### src/rtl/cla_pipe_pkg.sv
// Shared types and constants for the pipelined carry-lookahead adder.
// Saturation constants are only consumed when CLA_PIPE_SAT_EN is defined.
package cla_pipe_pkg;

  localparam int MAX_W = 1024;

  typedef struct packed {
    logic sub;
    logic signed_m;
    logic sat;
  } mode_t;

  function automatic int calc_nseg(input int width, input int seg_w);
    return width / seg_w;
  endfunction

  function automatic logic [MAX_W-1:0] sat_max(input int width);
    logic [MAX_W-1:0] r;
    r = '0;
    for (int i = 0; i < width - 1; i++) begin
      r[i] = 1'b1;
    end
    return r;
  endfunction

  function automatic logic [MAX_W-1:0] sat_min(input int width);
    logic [MAX_W-1:0] r;
    r = '0;
    r[width-1] = 1'b1;
    return r;
  endfunction

endpackage

### src/rtl/cla_segment.sv
// Combinational SEG_W-bit carry-lookahead segment built from GROUP-wide lookahead groups.
// Also exposes the carry into the segment MSB for signed overflow detection.
module cla_segment
  import cla_pipe_pkg::*;
#(
  parameter int SEG_W = 8,
  parameter int GROUP = 4
) (
  input  logic [SEG_W-1:0] a_i,
  input  logic [SEG_W-1:0] b_i,
  input  logic             cin_i,
  output logic [SEG_W-1:0] sum_o,
  output logic             cout_o,
  output logic             cmsb_o
);
  localparam int NGRP = SEG_W / GROUP;

  logic [SEG_W-1:0] g_s;
  logic [SEG_W-1:0] p_s;

  assign g_s = a_i & b_i;
  assign p_s = a_i ^ b_i;

  // Group carries come from lookahead; bit carries are expanded from each group's carry-in.
  always_comb begin : carry_net
    logic [NGRP:0]  gc;
    logic [SEG_W:0] c;
    logic           gg;
    logic           gp;
    gc    = '0;
    c     = '0;
    gg    = 1'b0;
    gp    = 1'b1;
    gc[0] = cin_i;
    for (int j = 0; j < NGRP; j++) begin
      gg = 1'b0;
      gp = 1'b1;
      for (int i = 0; i < GROUP; i++) begin
        gg = g_s[j*GROUP+i] | (p_s[j*GROUP+i] & gg);
        gp = gp & p_s[j*GROUP+i];
      end
      gc[j+1] = gg | (gp & gc[j]);
    end
    for (int j = 0; j < NGRP; j++) begin
      c[j*GROUP] = gc[j];
      for (int i = 0; i < GROUP - 1; i++) begin
        c[j*GROUP+i+1] = g_s[j*GROUP+i] | (p_s[j*GROUP+i] & c[j*GROUP+i]);
      end
    end
    c[SEG_W] = gc[NGRP];
    sum_o    = p_s ^ c[SEG_W-1:0];
    cout_o   = c[SEG_W];
    cmsb_o   = c[SEG_W-1];
  end

endmodule

### src/rtl/cla_pipe_adder.sv
// Pipelined CLA adder/subtractor: an input register then one SEG_W-bit segment per stage.
// Optional saturation on overflow is enabled by defining CLA_PIPE_SAT_EN.
module cla_pipe_adder
  import cla_pipe_pkg::*;
#(
  parameter int WIDTH = 32,
  parameter int SEG_W = 8,
  parameter int GROUP = 4
) (
  input  logic             clk,
  input  logic             rst_n,
  input  logic             in_valid,
  output logic             in_ready,
  input  logic [WIDTH-1:0] in_a,
  input  logic [WIDTH-1:0] in_b,
  input  logic             in_cin,
  input  logic             in_sub,
  input  logic             in_signed,
  input  logic             in_sat,
  output logic             out_valid,
  input  logic             out_ready,
  output logic [WIDTH-1:0] out_sum,
  output logic             out_cout,
  output logic             out_ovf,
  output logic             out_zero
);
  localparam int NSEG = calc_nseg(WIDTH, SEG_W);

`ifdef CLA_PIPE_SAT_EN
  localparam logic [WIDTH-1:0] SAT_MAX = WIDTH'(sat_max(WIDTH));
  localparam logic [WIDTH-1:0] SAT_MIN = WIDTH'(sat_min(WIDTH));
`endif

  typedef struct packed {
    logic             valid;
    logic [WIDTH-1:0] a;
    logic [WIDTH-1:0] b;
    logic [WIDTH-1:0] sum;
    logic             carry;
    mode_t            mode;
  } stage_t;

  stage_t           st_q [NSEG];
  stage_t           st_d [NSEG];
  logic [SEG_W-1:0] seg_sum  [NSEG];
  logic             seg_cout [NSEG];
  logic             seg_cmsb [NSEG];

  logic             out_valid_q, out_valid_d;
  logic [WIDTH-1:0] out_sum_q, out_sum_d;
  logic             out_cout_q, out_cout_d;
  logic             out_ovf_q, out_ovf_d;
  logic             out_zero_q, out_zero_d;
  logic             advance_s;

  assign advance_s = out_ready | ~out_valid_q;
  assign in_ready  = advance_s;
  assign out_valid = out_valid_q;
  assign out_sum   = out_sum_q;
  assign out_cout  = out_cout_q;
  assign out_ovf   = out_ovf_q;
  assign out_zero  = out_zero_q;

  for (genvar k = 0; k < NSEG; k++) begin : g_seg
    cla_segment #(
      .SEG_W (SEG_W),
      .GROUP (GROUP)
    ) u_seg (
      .a_i    (st_q[k].a[k*SEG_W +: SEG_W]),
      .b_i    (st_q[k].b[k*SEG_W +: SEG_W]),
      .cin_i  (st_q[k].carry),
      .sum_o  (seg_sum[k]),
      .cout_o (seg_cout[k]),
      .cmsb_o (seg_cmsb[k])
    );
  end

  // Input capture folds subtraction into inverted B with carry-in forced high.
  always_comb begin
    st_d[0].valid = in_valid;
    st_d[0].a     = in_a;
    st_d[0].b     = in_sub ? ~in_b : in_b;
    st_d[0].sum   = {WIDTH{1'b0}};
    st_d[0].carry = in_sub ? 1'b1 : in_cin;
    st_d[0].mode  = '{sub: in_sub, signed_m: in_signed, sat: in_sat};
    for (int k = 1; k < NSEG; k++) begin
      st_d[k]                           = st_q[k-1];
      st_d[k].sum[(k-1)*SEG_W +: SEG_W] = seg_sum[k-1];
      st_d[k].carry                     = seg_cout[k-1];
    end
  end

  // Last segment produces the flags and, when enabled, the clamped result.
  always_comb begin : last_stage
    logic [WIDTH-1:0] raw_sum;
    mode_t            mode_l;
    raw_sum                              = st_q[NSEG-1].sum;
    raw_sum[(NSEG-1)*SEG_W +: SEG_W]     = seg_sum[NSEG-1];
    mode_l                               = st_q[NSEG-1].mode;
    out_cout_d                           = seg_cout[NSEG-1];
    if (mode_l.signed_m) begin
      out_ovf_d = seg_cmsb[NSEG-1] ^ seg_cout[NSEG-1];
    end else if (mode_l.sub) begin
      out_ovf_d = ~seg_cout[NSEG-1];
    end else begin
      out_ovf_d = seg_cout[NSEG-1];
    end
    out_sum_d = raw_sum;
`ifdef CLA_PIPE_SAT_EN
    if (mode_l.sat && out_ovf_d) begin
      if (mode_l.signed_m) begin
        out_sum_d = st_q[NSEG-1].a[WIDTH-1] ? SAT_MIN : SAT_MAX;
      end else if (mode_l.sub) begin
        out_sum_d = {WIDTH{1'b0}};
      end else begin
        out_sum_d = {WIDTH{1'b1}};
      end
    end else begin
      out_sum_d = raw_sum;
    end
`endif
    out_zero_d  = (out_sum_d == {WIDTH{1'b0}});
    out_valid_d = st_q[NSEG-1].valid;
  end

  // Whole pipeline advances together or holds; bubbles travel like ops.
  always_ff @(posedge clk) begin
    if (!rst_n) begin
      for (int k = 0; k < NSEG; k++) begin
        st_q[k] <= '0;
      end
      out_valid_q <= 1'b0;
      out_sum_q   <= {WIDTH{1'b0}};
      out_cout_q  <= 1'b0;
      out_ovf_q   <= 1'b0;
      out_zero_q  <= 1'b0;
    end else if (advance_s) begin
      for (int k = 0; k < NSEG; k++) begin
        st_q[k] <= st_d[k];
      end
      out_valid_q <= out_valid_d;
      out_sum_q   <= out_sum_d;
      out_cout_q  <= out_cout_d;
      out_ovf_q   <= out_ovf_d;
      out_zero_q  <= out_zero_d;
    end
  end

endmodule
### config.mk
export PLATFORM = sky130hd
export DESIGN_NAME = cla_pipe_adder
export DESIGN_NICKNAME = d
export VERILOG_FILES = /design/src/rtl/cla_pipe_pkg.sv /design/src/rtl/cla_segment.sv /design/src/rtl/cla_pipe_adder.sv
export SDC_FILE = /design/constraint.sdc
export NUM_CORES = 1
export LEC_CHECK = 0
export CAP_MARGIN = 20
export CORE_MARGIN = 2
export CORE_UTILIZATION = 45
export DETAILED_ROUTE_END_ITERATION = 6
export PLACE_DENSITY = 0.68
export SETUP_SLACK_MARGIN = 0.05
export SLEW_MARGIN = 20
export SYNTH_ARGS = -nofsm -noshare
export SYNTH_HDL_FRONTEND = slang
export SYNTH_SLANG_ARGS = --single-unit
### constraint.sdc
create_clock -name clk -period 8 [get_ports clk]
set_clock_uncertainty 0.2 [all_clocks]
set_input_delay 1.6 -clock clk [delete_from_list [all_inputs] [get_ports clk]]
set_output_delay 1.6 -clock clk [all_outputs]
set_load 0.02 [all_outputs]
==> metrics.txt <==
# TYPE chip_impl_metric gauge
chip_impl_info{name="reg2reg_to",value="out_zero"} 1
chip_impl_metric{name="synth_top_area_share",unit="%"} 60.3
chip_impl_metric{name="maximum_net_fanout_on_the_critical_path",unit=""} 106
chip_impl_metric{name="worst_ep_arrival_time",unit="ps"} 3550
chip_impl_metric{name="worstPathBufferInverterCount",unit=""} 4
chip_impl_info{name="crit_path_top_delay_cell",value="clkdlybuf4s50_1"} 1
chip_impl_metric{name="ys_warn_count",unit=""} 0
chip_impl_metric{name="post-cts-setup-buffers",unit=""} 0
chip_impl_info{name="yosys-top-cells-count",value="224 x edfxtp_1, 179 x and3_1, 65 x nand2_1"} 1
chip_impl_metric{name="grt_util_all_layers",unit="%"} 14.8
chip_impl_metric{name="cell_variety_after_synth",unit=""} 33
chip_impl_metric{name="coreArea",unit="um2"} 24300
chip_impl_metric{name="io_buffer_count",unit=""} 107
chip_impl_metric{name="clock_insertion_delay_worst_skew",unit="ps"} 520
chip_impl_metric{name="postSynthRegisterBits",unit=""} 260
chip_impl_metric{name="rr_worst_depth",unit=""} 12
chip_impl_metric{name="synthesis.area",unit="um2"} 11100
chip_impl_metric{name="power",unit="mW"} 2.90
chip_impl_info{name="min-delay-start",value="out_sum[6]"} 1
chip_impl_metric{name="route.vias.total",unit=""} 6271
chip_impl_metric{name="initial_core_util",unit="%"} 45.8
chip_impl_metric{name="layout.nets",unit=""} 1033
chip_impl_info{name="cts_tree",value="built"} 1
chip_impl_metric{name="clock_tree.buffer_depth",unit=""} 3
chip_impl_metric{name="worst_path_largest_cell_delay",unit="ps"} 710
chip_impl_metric{name="ir_drop",unit="uV"} 136
chip_impl_metric{name="grt_overflow_total",unit=""} 0
chip_impl_metric{name="grt_antenna_before_repair",unit=""} 1
chip_impl_info{name="synth.most_common_cell",value="edfxtp_1"} 1
chip_impl_metric{name="detail-route-antenna-nets",unit=""} 0
chip_impl_metric{name="cts.clk_slew.worst_paths",unit="ps"} 60
chip_impl_metric{name="tightest_pin_transition",unit="ps"} 977
chip_impl_metric{name="layout-drive-gt1-share",unit="%"} 5.41
chip_impl_metric{name="min_period",unit="ps"} 5350
chip_impl_metric{name="avgViaCountPerCell",unit=""} 5.02
chip_impl_info{name="synth_top_area_cell",value="edfxtp_1"} 1
chip_impl_metric{name="synth_edf_count",unit=""} 224
chip_impl_info{name="status",value="finished, final reports clean"} 1
chip_impl_metric{name="ios",unit=""} 109
chip_impl_metric{name="maxSlewViolCount",unit=""} 0
chip_impl_metric{name="final_core_utilization",unit="%"} 54.4
chip_impl_metric{name="syn-num-nets",unit=""} 950
chip_impl_metric{name="detailedRoute.firstPassIterationCount",unit=""} 4
chip_impl_metric{name="p_leak",unit="nW"} 5.91
chip_impl_metric{name="fin_hold_ws",unit="ps"} 249
chip_impl_metric{name="flow.area_growth_from_synthesis",unit="%"} 18.6
chip_impl_metric{name="place_inst",unit=""} 1200
chip_impl_info{name="ctsRootBufferMaster",value="clkbuf_16"} 1
chip_impl_info{name="worstSetupStartpointType",value="primary input"} 1
chip_impl_info{name="holdCritPathClass",value="flop to flop"} 1
chip_impl_metric{name="die-area",unit="um2"} 26000
chip_impl_info{name="timing.rr.start",value="st_q[3][60]"} 1
chip_impl_metric{name="wl_per_cell",unit="um"} 15.2
chip_impl_metric{name="placementRows",unit=""} 57
chip_impl_metric{name="number_of_standard_cells_in_the_layout_taps_in_and_fillers_out",unit=""} 1249
chip_impl_metric{name="max_freq",unit="MHz"} 187
chip_impl_metric{name="setup_violators_final",unit=""} 0
chip_impl_metric{name="finalCritPeriodShare",unit="%"} 66.9
chip_impl_metric{name="final.fill_count",unit=""} 2033
chip_impl_metric{name="post_cts_resized",unit=""} 0
chip_impl_metric{name="cts-buffers-inserted",unit=""} 27
chip_impl_metric{name="drt_first_iter_violations",unit=""} 412
chip_impl_metric{name="synthesis.instances",unit=""} 822
chip_impl_info{name="timing.critical_path.cells",value="clkdlybuf4s50_1, nor2b_2, buf_4, inv_8, clkdlybuf4s50_1"} 1
chip_impl_metric{name="post-dp-hpwl",unit="um"} 11600
chip_impl_metric{name="die_height",unit="um"} 161
chip_impl_info{name="critical-path-top-delay-family",value="buffers and inverters"} 1
chip_impl_metric{name="min_delay_path_depth",unit=""} 2
chip_impl_metric{name="max-cap-violations",unit=""} 0
chip_impl_metric{name="floorplan.die.width",unit="um"} 161
chip_impl_metric{name="seq_area_frac_synth",unit="%"} 66.8
chip_impl_metric{name="tritoncts_num_sinks",unit=""} 260
chip_impl_metric{name="setup.reg_to_reg.worst_slack",unit="ps"} 4220
chip_impl_metric{name="total_count_of_hold_check_failures_in_the_final_report",unit=""} 0
chip_impl_metric{name="synth_async_sr_flop_share",unit="%"} 0
chip_impl_metric{name="post_cts_hold_buffer_count",unit=""} 0
chip_impl_metric{name="h-tree-depth",unit=""} 1
chip_impl_metric{name="grt_max_degree",unit=""} 131
chip_impl_metric{name="first_global_vias",unit=""} 6147
chip_impl_metric{name="critPathRequiredTime",unit="ps"} 6200
chip_impl_info{name="synth.area.top_cells",value="edfxtp_1 60%, and3_1 10%, dfxtp_1 6.5%, fa_1 4.3%, ha_1 3.6%"} 1
chip_impl_info{name="critical_path.most_common_cell",value="clkdlybuf4s50_1"} 1
chip_impl_metric{name="routabilityCongestion",unit=""} 0.787
chip_impl_metric{name="drt_drc_violations_left",unit=""} 0
chip_impl_metric{name="setup_tns",unit="ps"} 0
chip_impl_info{name="endpoint_kind",value="output pin"} 1
chip_impl_metric{name="power.density",unit="nW/um2"} 219
chip_impl_metric{name="post_synth.cell_area_avg",unit="um2"} 13.6
chip_impl_metric{name="timing.slew.headroom",unit="%"} 34.9
chip_impl_info{name="worst_hold_path.endpoint",value="out_sum[6]"} 1
chip_impl_info{name="ys.flop_type",value="edfxtp_1"} 1
chip_impl_info{name="worst-setup-path-type",value="primary input to output pin"} 1
chip_impl_metric{name="grt_pass1_wl",unit="um"} 31500
chip_impl_info{name="grt_setup_unrepaired",value="false"} 1
chip_impl_metric{name="postRouteWirelength",unit="um"} 19000
## through the flow
| stage | setup slack (ps) | area [um2] |
|---|---|---|
| floorplan | 217 | 11100 |
| global placement | 2650 | 12400 |
| global route | 2540 | 13200 |
| CTS | 2660 | 13200 |
| detailed placement | 2660 | 12400 |
| finish | 2650 | 13200 |
## cells in the final DEF (no fill, tap or decap), types with 6 or more instances in the layout
cell type        netlist  layout
nand2_1               65      63
clkinv_1               1       6
ha_1                  32      32
fa_1                  24      24
edfxtp_1             224     224
and3_1               179     179
a21oi_1               39      39
xnor2_1               40      40
nor4_1                 7       7
nor2_1                56      56
nand4_1                6       6
inv_1                 16      16
buf_4                  0       7
a21o_1                10      10
dfxtp_1               36      36
clkbuf_1              47       8
clkbuf_16              0      27
clkdlybuf4s50_1        0     105
## how the worst max path moves through the flow
stage | from | depth (start not counted) | to | slack [ps]
after floorplan | out_ready | 4 | st_q[0][100] | 220
final | out_ready | 5 | in_ready | 2650
after global routing | out_ready | 5 | in_ready | 2540
after detailed placement | out_ready | 5 | in_ready | 2660
after global placement | out_ready | 5 | in_ready | 2650
after CTS | out_ready | 5 | in_ready | 2660
## worst min-delay path: cells and delay by family (launching register included)
family | cells | cell delay [ps]
AOI/OAI and AO/OA | 1 | 50
DFF | 1 | 310
and+or+nand+nor | 1 | 50
## final cells by class
type / count / area (um2) / area share, %
Antenna cell: 1 / 2.50 / 0.0189
Clock buffer: 39 / 761 / 5.75
Clock inverter: 9 / 42.5 / 0.322
Multi-Input combinational cell: 484 / 3370 / 25.5
Tap cell: 324 / 405 / 3.07
Inverter: 18 / 75.1 / 0.568
Timing Repair Buffer: 114 / 1120 / 8.47
Sequential cell: 260 / 7450 / 56.3
## kinds of logic (layout without fill, tap and decap cells)
logic type,count (synthesis),count (layout),synth area share [%]
XOR/XNOR,40,40,3.14
AND/OR/NAND/NOR,318,318,15.2
other,0,1,0
flip-flops,260,260,66.8
AO/OA/AOI/OAI,69,69,3.83
adder cells (fa/ha/maj),56,56,7.90
multiplexers,1,1,0.101
buffers and inverters,78,180,3.08
## flip-flops by register name (all words and copies together), names as in the netlist
| signal | count |
|---|---|
| out_cout | 1 |
| out_ovf | 1 |
| out_sum | 32 |
| out_valid | 1 |
| out_zero | 1 |
| st_q | 224 |
## per-layer routing
metal | GRT usage [%] | routed length, um | vias up
li1 | - | - | 3137
met1 | 21.4 | 8960 | 2961
met2 | 23.4 | 8740 | 143
met3 | 2.41 | 907 | 30
met4 | 4.46 | 386 | 0
met5 | 0 | 0 | -
## power breakdown
group	leakage, nW	switching (mW)	internal [mW]
combinational	2.56	0.0908	0.102
sequential	2.96	0.0301	1.55
clock	0.395	0.476	0.655
Power figures use the tool's default switching activity.
